**src/rtl/l1_attn_pkg.sv**
```systemverilog
// Shared types and Q14 helpers for the attention spotlight scheduler.
package l1_attn_pkg;

  typedef enum logic [2:0] {
    ST_IDLE      = 3'd0,
    ST_RAMP_UP   = 3'd1,
    ST_DWELL     = 3'd2,
    ST_RAMP_DOWN = 3'd3,
    ST_GAP       = 3'd4
  } attn_state_e;

  localparam int unsigned ONE_Q14  = 16384;
  localparam int unsigned HALF_Q14 = 8192;

  // Saturating helpers evaluated in 32 bits so an 18-bit level never wraps.
  function automatic int unsigned sat_add(input int unsigned a, input int unsigned b,
                                          input int unsigned hi);
    int unsigned s;
    s = a + b;
    return (s > hi) ? hi : s;
  endfunction

  function automatic int unsigned sat_sub(input int unsigned a, input int unsigned b);
    return (a > b) ? (a - b) : 32'd0;
  endfunction

endpackage

```
**src/rtl/attention_spotlight_scheduler_if.sv**
```systemverilog
// Request/salience in, per-column attention drive and status out.
interface attention_spotlight_scheduler_if #(
  parameter int unsigned N_COL = 4,
  parameter int unsigned WIDTH = 18
);
  logic                     clk_en;
  logic [N_COL-1:0]         req;
  logic [N_COL*WIDTH-1:0]   salience;
  logic [N_COL*WIDTH-1:0]   attention_out;
  logic [N_COL-1:0]         grant;
  logic                     busy;
  logic [2:0]               state_out;

  modport master (
    output clk_en, req, salience,
    input  attention_out, grant, busy, state_out
  );

  modport slave (
    input  clk_en, req, salience,
    output attention_out, grant, busy, state_out
  );
endinterface

```
**src/rtl/attn_salience_argmax.sv**
```systemverilog
// Combinational argmax over masked signed saliences; ties resolve to the lowest index.
module attn_salience_argmax #(
  parameter int unsigned N_COL = 4,
  parameter int unsigned WIDTH = 18
) (
  input  logic [N_COL-1:0]       mask,
  input  logic [N_COL*WIDTH-1:0] salience,
  output logic [N_COL-1:0]       winner,
  output logic                   valid
);

  logic signed [WIDTH-1:0] best;
  logic signed [WIDTH-1:0] cur;

  // Strict greater-than keeps the earliest index on equal salience.
  always_comb begin
    winner = '0;
    valid  = 1'b0;
    best   = '0;
    cur    = '0;
    for (int i = 0; i < int'(N_COL); i++) begin
      cur = salience[i*WIDTH +: WIDTH];
      if (mask[i] && (!valid || (cur > best))) begin
        best      = cur;
        winner    = '0;
        winner[i] = 1'b1;
        valid     = 1'b1;
      end
    end
  end

endmodule

```
**src/rtl/attention_spotlight_scheduler.sv**
```systemverilog
// Time-shares one ramped attention spotlight among N_COL columns, chosen by salience
// with a dwell limit and inhibition-of-return.
module attention_spotlight_scheduler
  import l1_attn_pkg::*;
#(
  parameter int unsigned WIDTH        = 18,
  parameter int unsigned FRAC         = 14,
  parameter int unsigned N_COL        = 4,
  parameter int unsigned ATTN_MAX     = ONE_Q14,
  parameter int unsigned RAMP_STEP    = 512,
  parameter int unsigned DWELL_CYCLES = 200,
  parameter int unsigned GAP_CYCLES   = 16,
  parameter int unsigned CNT_W        = 12
) (
  input logic                            clk,
  input logic                            rst,
  attention_spotlight_scheduler_if.slave bus
);

  if (FRAC >= WIDTH) begin : g_bad_frac
    $error("FRAC must be smaller than WIDTH");
  end
  if ((ATTN_MAX == 0) || (ATTN_MAX > (2**(WIDTH-1)) - 1)) begin : g_bad_max
    $error("ATTN_MAX out of range");
  end
  if (RAMP_STEP == 0) begin : g_bad_step
    $error("RAMP_STEP must be positive");
  end

  attn_state_e            state_q, state_d;
  logic [WIDTH-1:0]       level_q, level_d;
  logic [N_COL-1:0]       grant_q, grant_d;
  logic [N_COL-1:0]       last_q, last_d;
  logic [CNT_W-1:0]       cnt_q, cnt_d;
  logic [N_COL*WIDTH-1:0] attn_q, attn_d;
  logic                   busy_q;

  logic [N_COL-1:0] eligible;
  logic [N_COL-1:0] masked;
  logic [N_COL-1:0] cand;
  logic [N_COL-1:0] winner;
  logic             win_valid;
  logic             owner_req;
  logic             owner_live;
  logic [WIDTH-1:0] lvl_up;
  logic [WIDTH-1:0] lvl_dn;

  // A column is eligible only with a strictly positive salience.
  for (genvar i = 0; i < int'(N_COL); i++) begin : g_elig
    assign eligible[i] = bus.req[i] && !bus.salience[i*WIDTH + WIDTH - 1]
                         && (bus.salience[i*WIDTH +: WIDTH] != '0);
  end

  assign masked     = eligible & ~last_q;
  assign cand       = (masked != '0) ? masked : eligible;
  assign owner_req  = |(bus.req & grant_q);
  assign owner_live = |(eligible & grant_q);
  assign lvl_up     = WIDTH'(sat_add(32'(level_q), RAMP_STEP, ATTN_MAX));
  assign lvl_dn     = WIDTH'(sat_sub(32'(level_q), RAMP_STEP));

  attn_salience_argmax #(
    .N_COL (N_COL),
    .WIDTH (WIDTH)
  ) u_argmax (
    .mask     (cand),
    .salience (bus.salience),
    .winner   (winner),
    .valid    (win_valid)
  );

  // Next-state and datapath; everything holds unless clk_en is high.
  always_comb begin
    state_d = state_q;
    level_d = level_q;
    grant_d = grant_q;
    last_d  = last_q;
    cnt_d   = cnt_q;
    if (bus.clk_en) begin
      case (state_q)
        ST_IDLE: begin
          if (win_valid) begin
            grant_d = winner;
            state_d = ST_RAMP_UP;
          end
        end
        ST_RAMP_UP: begin
          if (!owner_req) begin
            state_d = ST_RAMP_DOWN;
          end else begin
            level_d = lvl_up;
            if (lvl_up == WIDTH'(ATTN_MAX)) begin
              cnt_d   = '0;
              state_d = ST_DWELL;
            end
          end
        end
        ST_DWELL: begin
          level_d = WIDTH'(ATTN_MAX);
          cnt_d   = cnt_q + CNT_W'(1);
          if ((cnt_q == CNT_W'(DWELL_CYCLES - 1)) || !owner_live) begin
            state_d = ST_RAMP_DOWN;
          end
        end
        ST_RAMP_DOWN: begin
          level_d = lvl_dn;
          if (lvl_dn == '0) begin
            last_d  = grant_q;
            grant_d = '0;
            cnt_d   = '0;
            state_d = ST_GAP;
          end
        end
        ST_GAP: begin
          level_d = '0;
          cnt_d   = cnt_q + CNT_W'(1);
          if (cnt_q == CNT_W'(GAP_CYCLES - 1)) begin
            state_d = ST_IDLE;
          end
        end
        default: state_d = ST_IDLE;
      endcase
    end
  end

  always_comb begin
    attn_d = '0;
    for (int i = 0; i < int'(N_COL); i++) begin
      if (grant_d[i]) attn_d[i*WIDTH +: WIDTH] = level_d;
    end
  end

  always_ff @(posedge clk or posedge rst) begin
    if (rst) begin
      state_q <= ST_IDLE;
      level_q <= '0;
      grant_q <= '0;
      last_q  <= '0;
      cnt_q   <= '0;
      attn_q  <= '0;
      busy_q  <= 1'b0;
    end else begin
      state_q <= state_d;
      level_q <= level_d;
      grant_q <= grant_d;
      last_q  <= last_d;
      cnt_q   <= cnt_d;
      attn_q  <= attn_d;
      busy_q  <= (state_d != ST_IDLE);
    end
  end

  assign bus.attention_out = attn_q;
  assign bus.grant         = grant_q;
  assign bus.busy          = busy_q;
  assign bus.state_out     = state_q;

endmodule

```
**src/flat_wrapper.sv**
```systemverilog
// flat-port wrapper written by rule: the top's interface ports become plain ports
module attention_spotlight_scheduler_flat import l1_attn_pkg::*;
#(
  parameter int unsigned WIDTH        = 18,
  parameter int unsigned FRAC         = 14,
  parameter int unsigned N_COL        = 4,
  parameter int unsigned ATTN_MAX     = ONE_Q14,
  parameter int unsigned RAMP_STEP    = 512,
  parameter int unsigned DWELL_CYCLES = 200,
  parameter int unsigned GAP_CYCLES   = 16,
  parameter int unsigned CNT_W        = 12
)
  (clk, rst, bus_clk_en, bus_req, bus_salience, bus_attention_out, bus_grant, bus_busy, bus_state_out);
  attention_spotlight_scheduler_if #(.N_COL(N_COL), .WIDTH(WIDTH)) bus_i ();
  input logic clk;
  input logic rst;
  input wire logic [$bits(bus_i.clk_en)-1:0] bus_clk_en;
  input wire logic [$bits(bus_i.req)-1:0] bus_req;
  input wire logic [$bits(bus_i.salience)-1:0] bus_salience;
  output wire logic [$bits(bus_i.attention_out)-1:0] bus_attention_out;
  output wire logic [$bits(bus_i.grant)-1:0] bus_grant;
  output wire logic [$bits(bus_i.busy)-1:0] bus_busy;
  output wire logic [$bits(bus_i.state_out)-1:0] bus_state_out;
  assign bus_i.clk_en = bus_clk_en;
  assign bus_i.req = bus_req;
  assign bus_i.salience = bus_salience;
  assign bus_attention_out = bus_i.attention_out;
  assign bus_grant = bus_i.grant;
  assign bus_busy = bus_i.busy;
  assign bus_state_out = bus_i.state_out;
  attention_spotlight_scheduler #(.WIDTH(WIDTH), .FRAC(FRAC), .N_COL(N_COL), .ATTN_MAX(ATTN_MAX), .RAMP_STEP(RAMP_STEP), .DWELL_CYCLES(DWELL_CYCLES), .GAP_CYCLES(GAP_CYCLES), .CNT_W(CNT_W)) u_core (.clk(clk), .rst(rst), .bus(bus_i));
endmodule
```
**config.mk**
```make
export PLATFORM = sky130hd
export DESIGN_NAME = attention_spotlight_scheduler_flat
export DESIGN_NICKNAME = d
export VERILOG_FILES = /design/src/rtl/l1_attn_pkg.sv /design/src/rtl/attention_spotlight_scheduler_if.sv /design/src/rtl/attn_salience_argmax.sv /design/src/rtl/attention_spotlight_scheduler.sv /design/src/flat_wrapper.sv
export SDC_FILE = /design/constraint.sdc
export NUM_CORES = 1
export LEC_CHECK = 0
export CORE_ASPECT_RATIO = 2
export CORE_UTILIZATION = 40
export CTS_CLUSTER_SIZE = 40
export DETAILED_ROUTE_END_ITERATION = 10
export PLACE_DENSITY = 0.61
export SETUP_SLACK_MARGIN = 0.05
export SLEW_MARGIN = 10
export SYNTH_ARGS = -nofsm -noshare
export SYNTH_HDL_FRONTEND = slang
export SYNTH_HIERARCHICAL = 1
export SYNTH_SLANG_ARGS = --single-unit
export TNS_END_PERCENT = 20
```
**constraint.sdc**
```tcl
create_clock -name clk -period 8.1 [get_ports clk]
set_input_delay 1.215 -clock clk [delete_from_list [all_inputs] [get_ports clk]]
set_output_delay 1.215 -clock clk [all_outputs]
set_load 0.005 [all_outputs]
```
==> metrics, run 1 <==
H-tree depth=4; core area=between 15000 and 20000 sq um; leakage power=between 5 and 6 nW; port bufs=between 150 and 200; root buffer cell=clkbuf_16; largest stage delay on the critical path=0.44 ns; Worst-path clk slew=0.04 ns; Clock Path Buffers=3; clock tree sinks=between 100 and 150; Post-synth EDFFs=0; drt total wl=roughly 32000 um; Critical Path AT=approximately 8.8 ns; critical path class=in2reg; wire per inst=22.0 um; CTS tree=done; die area=approximately 19000 sq um; Fill cells=between 1000 and 1500; total grt overflow=0; hold buffer count at cts=0; min-delay worst type=reg2reg; Slew Limit Fails=0; maxcap violations=0; failing checks=setup timing; drc violations=0; initial DRC count=about 290; layout cells sized above 1=0.383; Critical Path Source Type=input port; library cells used by synthesis=a little under 80; setup ws final=-0.326 ns; Syn Inst Count=approximately 800; Syn. warnings=6; Max FO, Critical Path=10; Initial Util=0.411; DRT Pass-1 Iters=5; IO Count=159; hpwl dp=approximately 23000 um; vias in the first global route=between 8000 and 9000; global-route wire length before repair=between 40000 and 50000 um; Layout Skew=0.0122 ns; Tot GR Track Use=0.334; post-synth top area share=0.390; status=finished with violations; Setup crit end kind=register; vias per cell=approximately 5.6; syn nets=between 900 and 1000; Peak Freq=119 MHz; Slew HR=0.418; Post-Syn Area=around 7300 sq um; Final period util=1.04; via count=8074; prevailing post-synth register cell=dfrtp_1; initial antenna violation count=0; Hold Path Stages=1; syn avg cell area=between 9 and 10 sq um; Multi-input gate area=~4900 sq um; die span in y=approximately 190 um; Worst Path Required=8.49 ns; FP Rows=69; Diodes inserted=0; largest net degree at the start of global routing=63; slowest CP cell=o311a_4; P&R area growth vs syn=70.6%; cell mode on critical path=buf_6; fin area=around 12000 sq um; Die X=between 90 and 100 um; crit path time final=roughly 8.4 ns; placed cell area=~10000 sq um; Fin Setup TNS=-16.45 ns; worst vdd ir=~0.26 mV; pin slew with the least headroom to its limit=about 0.87 ns; Area contributors post-synth=dfrtp_1, ha_1, nor2_1; area leader, netlist=dfrtp_1; async set-reset flop share out of synthesis=1.00; reg2reg path depth=37; Nets=1356; Worst-Skew Late Latency=around 0.46 ns; Detail Route Antenna Nets=0; RSZ-0062 raised after global routing=yes; PwrDens=about 280 nW/um^2; register area=between 2000 and 3000 sq um; post-synthesis sequential area ratio=0.390; final hold vios=0; CTS Buf Count=25; Routability Congestion=approximately 0.99; Setup violations, final=77; Yosys reg bits=approximately 110
## critical path: cells and delay by family
family / cells / cell delay [ns]
adder cells (fa/ha/maj): 3 / 0.85
AND/OR/NAND/NOR: 11 / 1.77
buffers and inverters: 10 / 1.65
AO/OA/AOI/OAI: 17 / 3.32
## layout make-up
cell class                 count  area share
clock buffer                  33      0.0558
inverter                      56      0.0171
multi-input combinational    600       0.393
sequential                   114       0.229
tap                          213      0.0214
timing repair buffer         422       0.284
## flip-flops by register name, indices dropped and copies added, names as in the netlist
name / flops
u_core/bus.attention_out: 72
u_core/level_q: 18
u_core/cnt_q: 12
u_core/bus.grant: 4
u_core/last_q: 4
u_core/bus.state_out: 3
u_core/bus.busy: 1
## cell families (layout without fill, tap and decap cells)
group	after synthesis	count (layout)	synth area share
DFF	114	114	0.390
muxes	4	4	0.00616
adders and majority gates	58	58	0.0993
and+or+nand+nor	305	307	0.220
xor gates and xnor gates	6	6	0.00822
buffers and inverters	89	511	0.0563
AOI/OAI and AO/OA	225	225	0.220
## what timing repair did
action	CTS	global route
pin swaps	89	10
setup buffers	61	8
setup endpoints to repair	76	78
resized for setup	307	26
cloned	4	2
## final timing paths
kind	startpoint	endpoint	slack [ns]
worst max-delay path	bus_salience[37]	u_core/bus.attention_out[1]	-0.33
worst min-delay path	u_core/cnt_q[11]	u_core/cnt_q[11]	0.49
worst max register to register	u_core/last_q[0]	u_core/bus.attention_out[1]	0.97
worst min register to register	u_core/cnt_q[11]	u_core/cnt_q[11]	0.49
max in group asynchronous	rst	u_core/bus.attention_out[16]	5.61
min in group asynchronous	rst	u_core/bus.attention_out[49]	1.21
## layer usage
metal | track usage | share of wire | vias up | wire [um]
li1 | - | - | 3738 | -
met1 | 0.270 | 0.30 | 3852 | 9360
met2 | 0.649 | 0.56 | 332 | 17600
met3 | 0.0487 | 0.041 | 152 | 1310
met4 | 0.344 | 0.11 | 0 | 3360
met5 | 0 | 0 | - | 0
## cell usage after synthesis, types with 3 or more instances
library cell and instances:
a21o_1 28, o31ai_1 17, xnor2_1 4, clkbuf_1 4
a21oi_2 10, o31a_1 3, a22oi_1 9, o31ai_2 8
nor2b_1 26, nand2_1 54, o22ai_1 5, dfrtp_1 114
nand2b_1 6, buf_2 20, o41ai_1 6, a31oi_1 34
and4_1 3, o21a_1 4, o21ai_1 10, inv_1 56
ha_1 58, nor4_1 17, o21ai_0 24, nor2_1 88
and2_1 42, mux2_2 4, o211ai_1 3, a21oi_1 34
nand4_1 17, nand3_1 13, buf_6 5, nor3_1 9
and3_1 7
## cell usage in the layout, fill, tap and decap left out, drive strengths merged, types with 3 or more instances in the layout
cell | synthesis | routed
a21o | 28 | 28
o211ai | 3 | 3
o31a | 3 | 3
xnor2 | 5 | 5
nand2b | 6 | 6
a211oi | 3 | 3
nor4 | 19 | 19
a21oi | 45 | 45
nand4 | 18 | 18
o21a | 4 | 4
a22oi | 9 | 9
o41ai | 6 | 6
buf | 29 | 290
clkbuf | 4 | 34
and4 | 3 | 3
inv | 56 | 56
o21ai | 35 | 35
nor2 | 89 | 91
mux2 | 4 | 4
clkdlybuf4s15 | 0 | 8
dfrtp | 114 | 114
o22ai | 6 | 6
dlygate4sd2 | 0 | 19
and3 | 7 | 7
nor3 | 11 | 11
clkdlybuf4s50 | 0 | 104
a31oi | 35 | 35
o31ai | 25 | 25
ha | 58 | 58
nor2b | 26 | 26
nand3 | 14 | 14
nand2 | 54 | 54
or2 | 4 | 4
and2 | 43 | 43
a21boi | 3 | 3
## power by group
part / total, mW / internal (mW) / leakage, nW / switching (mW)
clock network: 0.845 / 0.584 / 0.342 / 0.261
registers: 0.842 / 0.690 / 1.54 / 0.152
logic: 1.86 / 0.827 / 3.91 / 1.03
total: 3.54 / 2.10 / 5.79 / 1.44
## stage by stage
| step | instances | power [mW] | worst slack [ns] | hold slack [ns] | util |
|---|---|---|---|---|---|
| 5_1_grt | 1438 | 3.72 | -0.539 | 0.519 | 0.701 |
| 6_report | 1438 | 3.54 | -0.326 | 0.485 | 0.701 |
| 3_3_place_gp | 1333 | 2.35 | -1.83 | 0.471 | 0.587 |
| 2_1_floorplan | 801 | 1.63 | 0.0702 | 0.452 | - |
| 4_1_cts | 1428 | 3.47 | -0.0303 | 0.480 | 0.690 |
| 3_5_place_dp | 1333 | 2.37 | -1.91 | 0.469 | 0.587 |
No activity file was read; power rests on OpenSTA's default activity.
==> run 2: changes to the inputs <==
--- a/config.mk
+++ b/config.mk
@@ -9,7 +9,7 @@
 export CORE_UTILIZATION = 40
 export CTS_CLUSTER_SIZE = 40
 export DETAILED_ROUTE_END_ITERATION = 10
-export PLACE_DENSITY = 0.61
+export PLACE_DENSITY = 0.66
 export SETUP_SLACK_MARGIN = 0.05
 export SLEW_MARGIN = 10
 export SYNTH_ARGS = -nofsm -noshare
==> metrics, run 2 (same netlist as run 1, synthesis figures left out) <==
Die X=97.6 um (unchanged); slowest CP cell=o311a_1; cell mode on critical path=buf_4; Placed Cells=1326 (-0.53%); Worst-path clk slew=0.05 ns (about the same); maxcap violations=0 (unchanged); die area=18900 sq um (unchanged); Fill cells=1345 (-1.8%); H-tree depth=4 (unchanged); critical path class=in2reg; RSZ-0062 raised after global routing=yes; CTS tree=done; Slew HR=0.421 (+0.00307); Layout Skew=0.0137 ns (+0.00148 ns); Max FO, Critical Path=5 (-5); final hold vios=0 (unchanged); Final period util=1.07 (+0.0295); Multi-input gate area=5140 sq um (+4.8%); status=finished with violations; Hold Slack=0.524 ns (+0.0393 ns); placed cell area=10400 sq um (-0.38%); clock tree sinks=114 (unchanged); FP Rows=69 (unchanged); initial DRC count=343 (+19%); commonest non-fill, non-tap cell in the layout=buf_4; Setup crit end kind=register; Critical Path Source Type=input port; pin slew with the least headroom to its limit=0.869 ns (-0.00461 ns); Worst-Skew Late Latency=0.45 ns (about the same); drc violations=0 (unchanged); Slew Limit Fails=0 (unchanged); Clock Path Buffers=3 (unchanged); root buffer cell=clkbuf_16; die span in y=193 um (unchanged); total grt overflow=0 (unchanged); IO Count=159 (unchanged); port bufs=158 (unchanged); CTS Buf Count=25 (unchanged); failing checks=setup timing; Nets=1323 (-2.4%); DRT Pass-1 Iters=7 (+2); PnR Total Power=3.43 mW (-3.3%); largest stage delay on the critical path=0.43 ns (about the same); PwrDens=274 nW/um^2 (-3.7%); P&R area growth vs syn=71.2%; wire per inst=22.1 um (+0.62%); global-route wire length before repair=45200 um (-3.4%); crit path time final=8.67 ns (+0.239 ns); Detail Route Antenna Nets=0 (unchanged); register area=2850 sq um (unchanged); vias per cell=5.74 (+2.2%); layout cells sized above 1=0.391 (+0.00841); Initial Util=0.411 (unchanged); non-filler instance count after layout=1404 (-2.4%); Tot GR Track Use=0.322 (-0.0112); setup ws final=-0.566 ns (-0.239 ns); via count=8053 (-0.26%); fin area=12500 sq um (+0.38%); Diodes inserted=0 (unchanged); min-delay worst type=reg2reg; drt total wl=31100 um (-1.8%); largest net degree at the start of global routing=72 (+14%); hpwl dp=22200 um (-3.3%); worst vdd ir=0.293 mV (+12%); Largest register FFs=72 (unchanged); core area=17800 sq um (unchanged); slack of the worst reg-to-reg path=0.75 ns (-0.22 ns); Fin Setup TNS=-35.78 ns (-19.33 ns); most frequent cells in the layout=buf_4, dfrtp_1, clkdlybuf4s50_1, nor2_1, inv_1; Critical Path AT=9.05 ns (+0.24 ns); initial antenna violation count=0 (unchanged); vias in the first global route=8471 (-2.9%); leakage power=5.69 nW (-1.7%); Setup violations, final=76 (-1.3%); Worst Path Required=8.48 ns (about the same); Peak Freq=115 MHz (-2.8%); Routability Congestion=0.974 (-1.9%)
[run 2: cell count changes in the layout (fill, tap and decap cells not counted), moves of 6 or more]
cell     before  now
buf_4       237  204
nand2_1      48   39
buf_2        24   16
a31oi_1      25   18
and2_1       39   32
and2_4        4   11
ha_1         45   39
ha_4         13   19
[run 2: stage by stage]
stage	utilization	worst slack (ns)
6_report	0.704	-0.566
5_1_grt	0.704	-0.743
4_1_cts	0.677	-0.0210
3_5_place_dp	0.585	-1.58
3_3_place_gp	0.585	-1.47
2_1_floorplan	-	0.0702
[run 2: worst paths after layout]
path	endpoint	startpoint	depth (start not counted)
setup / recovery	u_core/bus.attention_out[20]	bus_salience[37]	41
hold / removal	u_core/cnt_q[11]	u_core/cnt_q[11]	1
setup reg to reg	u_core/bus.attention_out[20]	u_core/last_q[0]	37
hold reg to reg	u_core/cnt_q[11]	u_core/cnt_q[11]	1
max in group asynchronous	u_core/last_q[3]	rst	3
min in group asynchronous	u_core/cnt_q[9]	rst	2
[run 2: layout make-up]
class                      count  area share
multi-input combinational    599       0.411
timing repair buffer         390       0.269
sequential                   114       0.228
clock buffer                  28      0.0517
tap                          213      0.0213
inverter                      56      0.0170
clock inverter                 4     0.00200
[run 2: worst max-delay path, delay by kind of cell]
kind | cells | cell delay (ns)
and+or+nand+nor | 8 | 1.35
buffers and inverters | 10 | 1.62
adders and majority gates | 3 | 0.84
AOI/OAI and AO/OA | 20 | 3.97
[run 2: metal layers]
metal	track usage	wire length (um)	vias to the layer above
met5	0	0	-
met4	0.278	3170	0
met3	0.0559	1530	167
met2	0.639	17100	378
met1	0.267	9210	3862
li1	-	-	3646
[run 2: power breakdown]
group | total (mW) | switching, mW | internal (mW)
clock network | 0.819 | 0.264 | 0.556
logic | 1.76 | 0.991 | 0.773
registers | 0.842 | 0.153 | 0.690
total | 3.43 | 1.41 | 2.02
[run 2: what timing repair did]
item                       4_1_cts  5_1_grt
pin swaps                       76       48
buffers inserted                23       16
gates resized for setup        302       77
hold buffers                     0        0
cloned                           7        1
setup endpoints to repair       76       76
==> run 3: changes to the inputs <==
--- a/config.mk
+++ b/config.mk
@@ -9,6 +9,7 @@
 export CORE_UTILIZATION = 40
 export CTS_CLUSTER_SIZE = 40
 export DETAILED_ROUTE_END_ITERATION = 10
+export GPL_TIMING_DRIVEN = 0
 export PLACE_DENSITY = 0.66
 export SETUP_SLACK_MARGIN = 0.05
 export SLEW_MARGIN = 10
==> metrics, run 3 (same netlist as run 1, synthesis figures left out) <==
status=finished with violations; PwrDens=291 nW/um^2 (+6.5%); crit path time final=9.51 ns (+0.847 ns); combinational group share of total power=0.561 (+0.046); reg2reg path depth=34 (-8.1%); FP Rows=69 (unchanged); pin slew with the least headroom to its limit=1.01 ns (+0.146 ns); Routability Congestion=0.964 (-1.1%); Worst-Skew Late Latency=0.42 ns (-0.03 ns); Worst-path clk slew=0.06 ns (about the same); total grt overflow=0 (unchanged); CTS tree=done; Die X=97.6 um (unchanged); vias per cell=6.04 (+5.4%); vias in the first global route=8208 (-3.1%); internal cell power=2.01 mW (-0.36%); initial antenna violation count=0 (unchanged); root buffer cell=clkbuf_16; layout cells sized above 1=0.339 (-0.0524); Largest register FFs=72 (unchanged); leakage power=5.25 nW (-7.7%); largest stage delay on the critical path=0.82 ns (+0.39 ns); Peak Freq=105 MHz (-8.9%); fin area=12100 sq um (-3.4%); final core occ=0.680 (-0.0243); placed cell area=9220 sq um (-11%); PnR Total Power=3.52 mW (+2.9%); min-delay worst type=reg2reg; clock tree sinks=114 (unchanged); Detail Route Antenna Nets=0 (unchanged); Slew HR=0.318 (-0.103); sequential fraction of design power=0.224 (-0.022); DRT Pass-1 Iters=5 (-2); largest net degree at the start of global routing=91 (+26%); maxcap violations=0 (unchanged); switching pwr=1.51 mW (+7.5%); most frequent cells in the layout=dfrtp_1, clkdlybuf4s50_1, nor2_1, buf_4, inv_1; H-tree depth=4 (unchanged); drt total wl=31000 um (-0.21%); P&R area growth vs syn=65.3%; Critical Path AT=9.87 ns (+0.82 ns); critical path class=in2reg; Setup violations, final=77 (+1.3%); Nets=1217 (-8.0%); port bufs=158 (unchanged); Setup crit end kind=register; Initial Util=0.411 (unchanged); IO Count=159 (unchanged); hpwl dp=19400 um (-13%); Sw Ratio=0.429 (+0.0184); die span in y=193 um (unchanged); Slew Limit Fails=0 (unchanged); final hold vios=0 (unchanged); core area=17800 sq um (unchanged); via count=7887 (-2.1%); Fin Setup TNS=-91.93 ns (-56.15 ns); global-route wire length before repair=43100 um (-4.6%); Clock Path Buffers=2 (-1); failing checks=setup timing; cell mode on critical path=nand4_1; drc violations=0 (unchanged); RSZ-0062 raised after global routing=yes; slowest CP cell=o31ai_1; wire per inst=23.7 um (+7.4%); initial DRC count=497 (+45%); Worst Path Required=8.45 ns (-0.03 ns); Hold Path Stages=1 (unchanged); Fill cells=1306 (-2.9%); setup ws final=-1.41 ns (-0.847 ns); Critical Path Source Type=input port; Diodes inserted=0 (unchanged); CTS Buf Count=17 (-32%); Layout Skew=0.0116 ns (-0.00208 ns); worst vdd ir=0.289 mV (-1.1%); Final period util=1.17 (+0.105); clock share of power=0.215 (-0.024); die area=18900 sq um (unchanged); hold buffer count at cts=0 (unchanged); Max FO, Critical Path=9 (+4); Tot GR Track Use=0.303 (-0.0194); commonest non-fill, non-tap cell in the layout=dfrtp_1
-- run 3: cell type report --
cell class / instances / area (sq um) / share of cell area
sequential: 114 / 2850 / 0.236
buffer: 32 / 322 / 0.0266
tap: 213 / 267 / 0.0220
multi-input combinational: 601 / 5360 / 0.443
clock inverter: 12 / 156 / 0.0129
inverter: 56 / 215 / 0.0178
clock buffer: 19 / 443 / 0.0366
timing repair buffer: 258 / 2470 / 0.205
-- run 3: path summary, 6_finish.rpt --
| path | startpoint | to | slack (ns) |
|---|---|---|---|
| setup / recovery | bus_salience[23] | u_core/bus.attention_out[25] | -1.41 |
| hold / removal | u_core/cnt_q[11] | u_core/cnt_q[11] | 0.51 |
| setup reg to reg | u_core/last_q[0] | u_core/bus.attention_out[25] | 0.14 |
| hold reg to reg | u_core/cnt_q[11] | u_core/cnt_q[11] | 0.51 |
| max in group asynchronous | rst | u_core/bus.attention_out[17] | 6.26 |
| min in group asynchronous | rst | u_core/bus.state_out[1] | 1.13 |
-- run 3: power groups by stage --
stage | logic [mW] | clock network (mW) | registers (mW)
floorplan | 0.853 | 0 | 0.774
CTS | 1.71 | 0.768 | 0.786
global placement | 1.42 | 0 | 0.789
global route | 2.10 | 0.789 | 0.805
detailed placement | 1.43 | 0 | 0.791
finish | 1.98 | 0.756 | 0.790
-- run 3: metal layers --
metal | track usage | part of all wire | up-vias | wire length, um
met4 | 0.268 | 0.098 | 0 | 3030
met3 | 0.0707 | 0.066 | 188 | 2030
met2 | 0.577 | 0.54 | 428 | 16600
met5 | 0 | 0 | - | 0
met1 | 0.258 | 0.30 | 3808 | 9290
li1 | - | - | 3463 | -
-- run 3: worst max-delay path: cells and delay by family --
family          cells  cell delay (ns)
simple gates       10             1.77
fa+ha+maj           3             1.06
compound gates     18             4.53
buf+inv             7             1.27
-- run 3: per-stage QoR --
stage	setup WS (ns)	instances	hold slack, ns
finish	-1.41	1305	0.511
global route	-1.62	1305	0.544
CTS	-0.267	1284	0.505
detailed placement	-2.27	1173	0.491
global placement	-2.23	1172	0.476
floorplan	0.0702	801	0.452
-- run 3: what timing repair did --
item	CTS	global route
gates resized for setup	293	142
endpoints found under the setup margin	76	78
pin swaps	77	73
buffers inserted	76	21
cloned	4	2
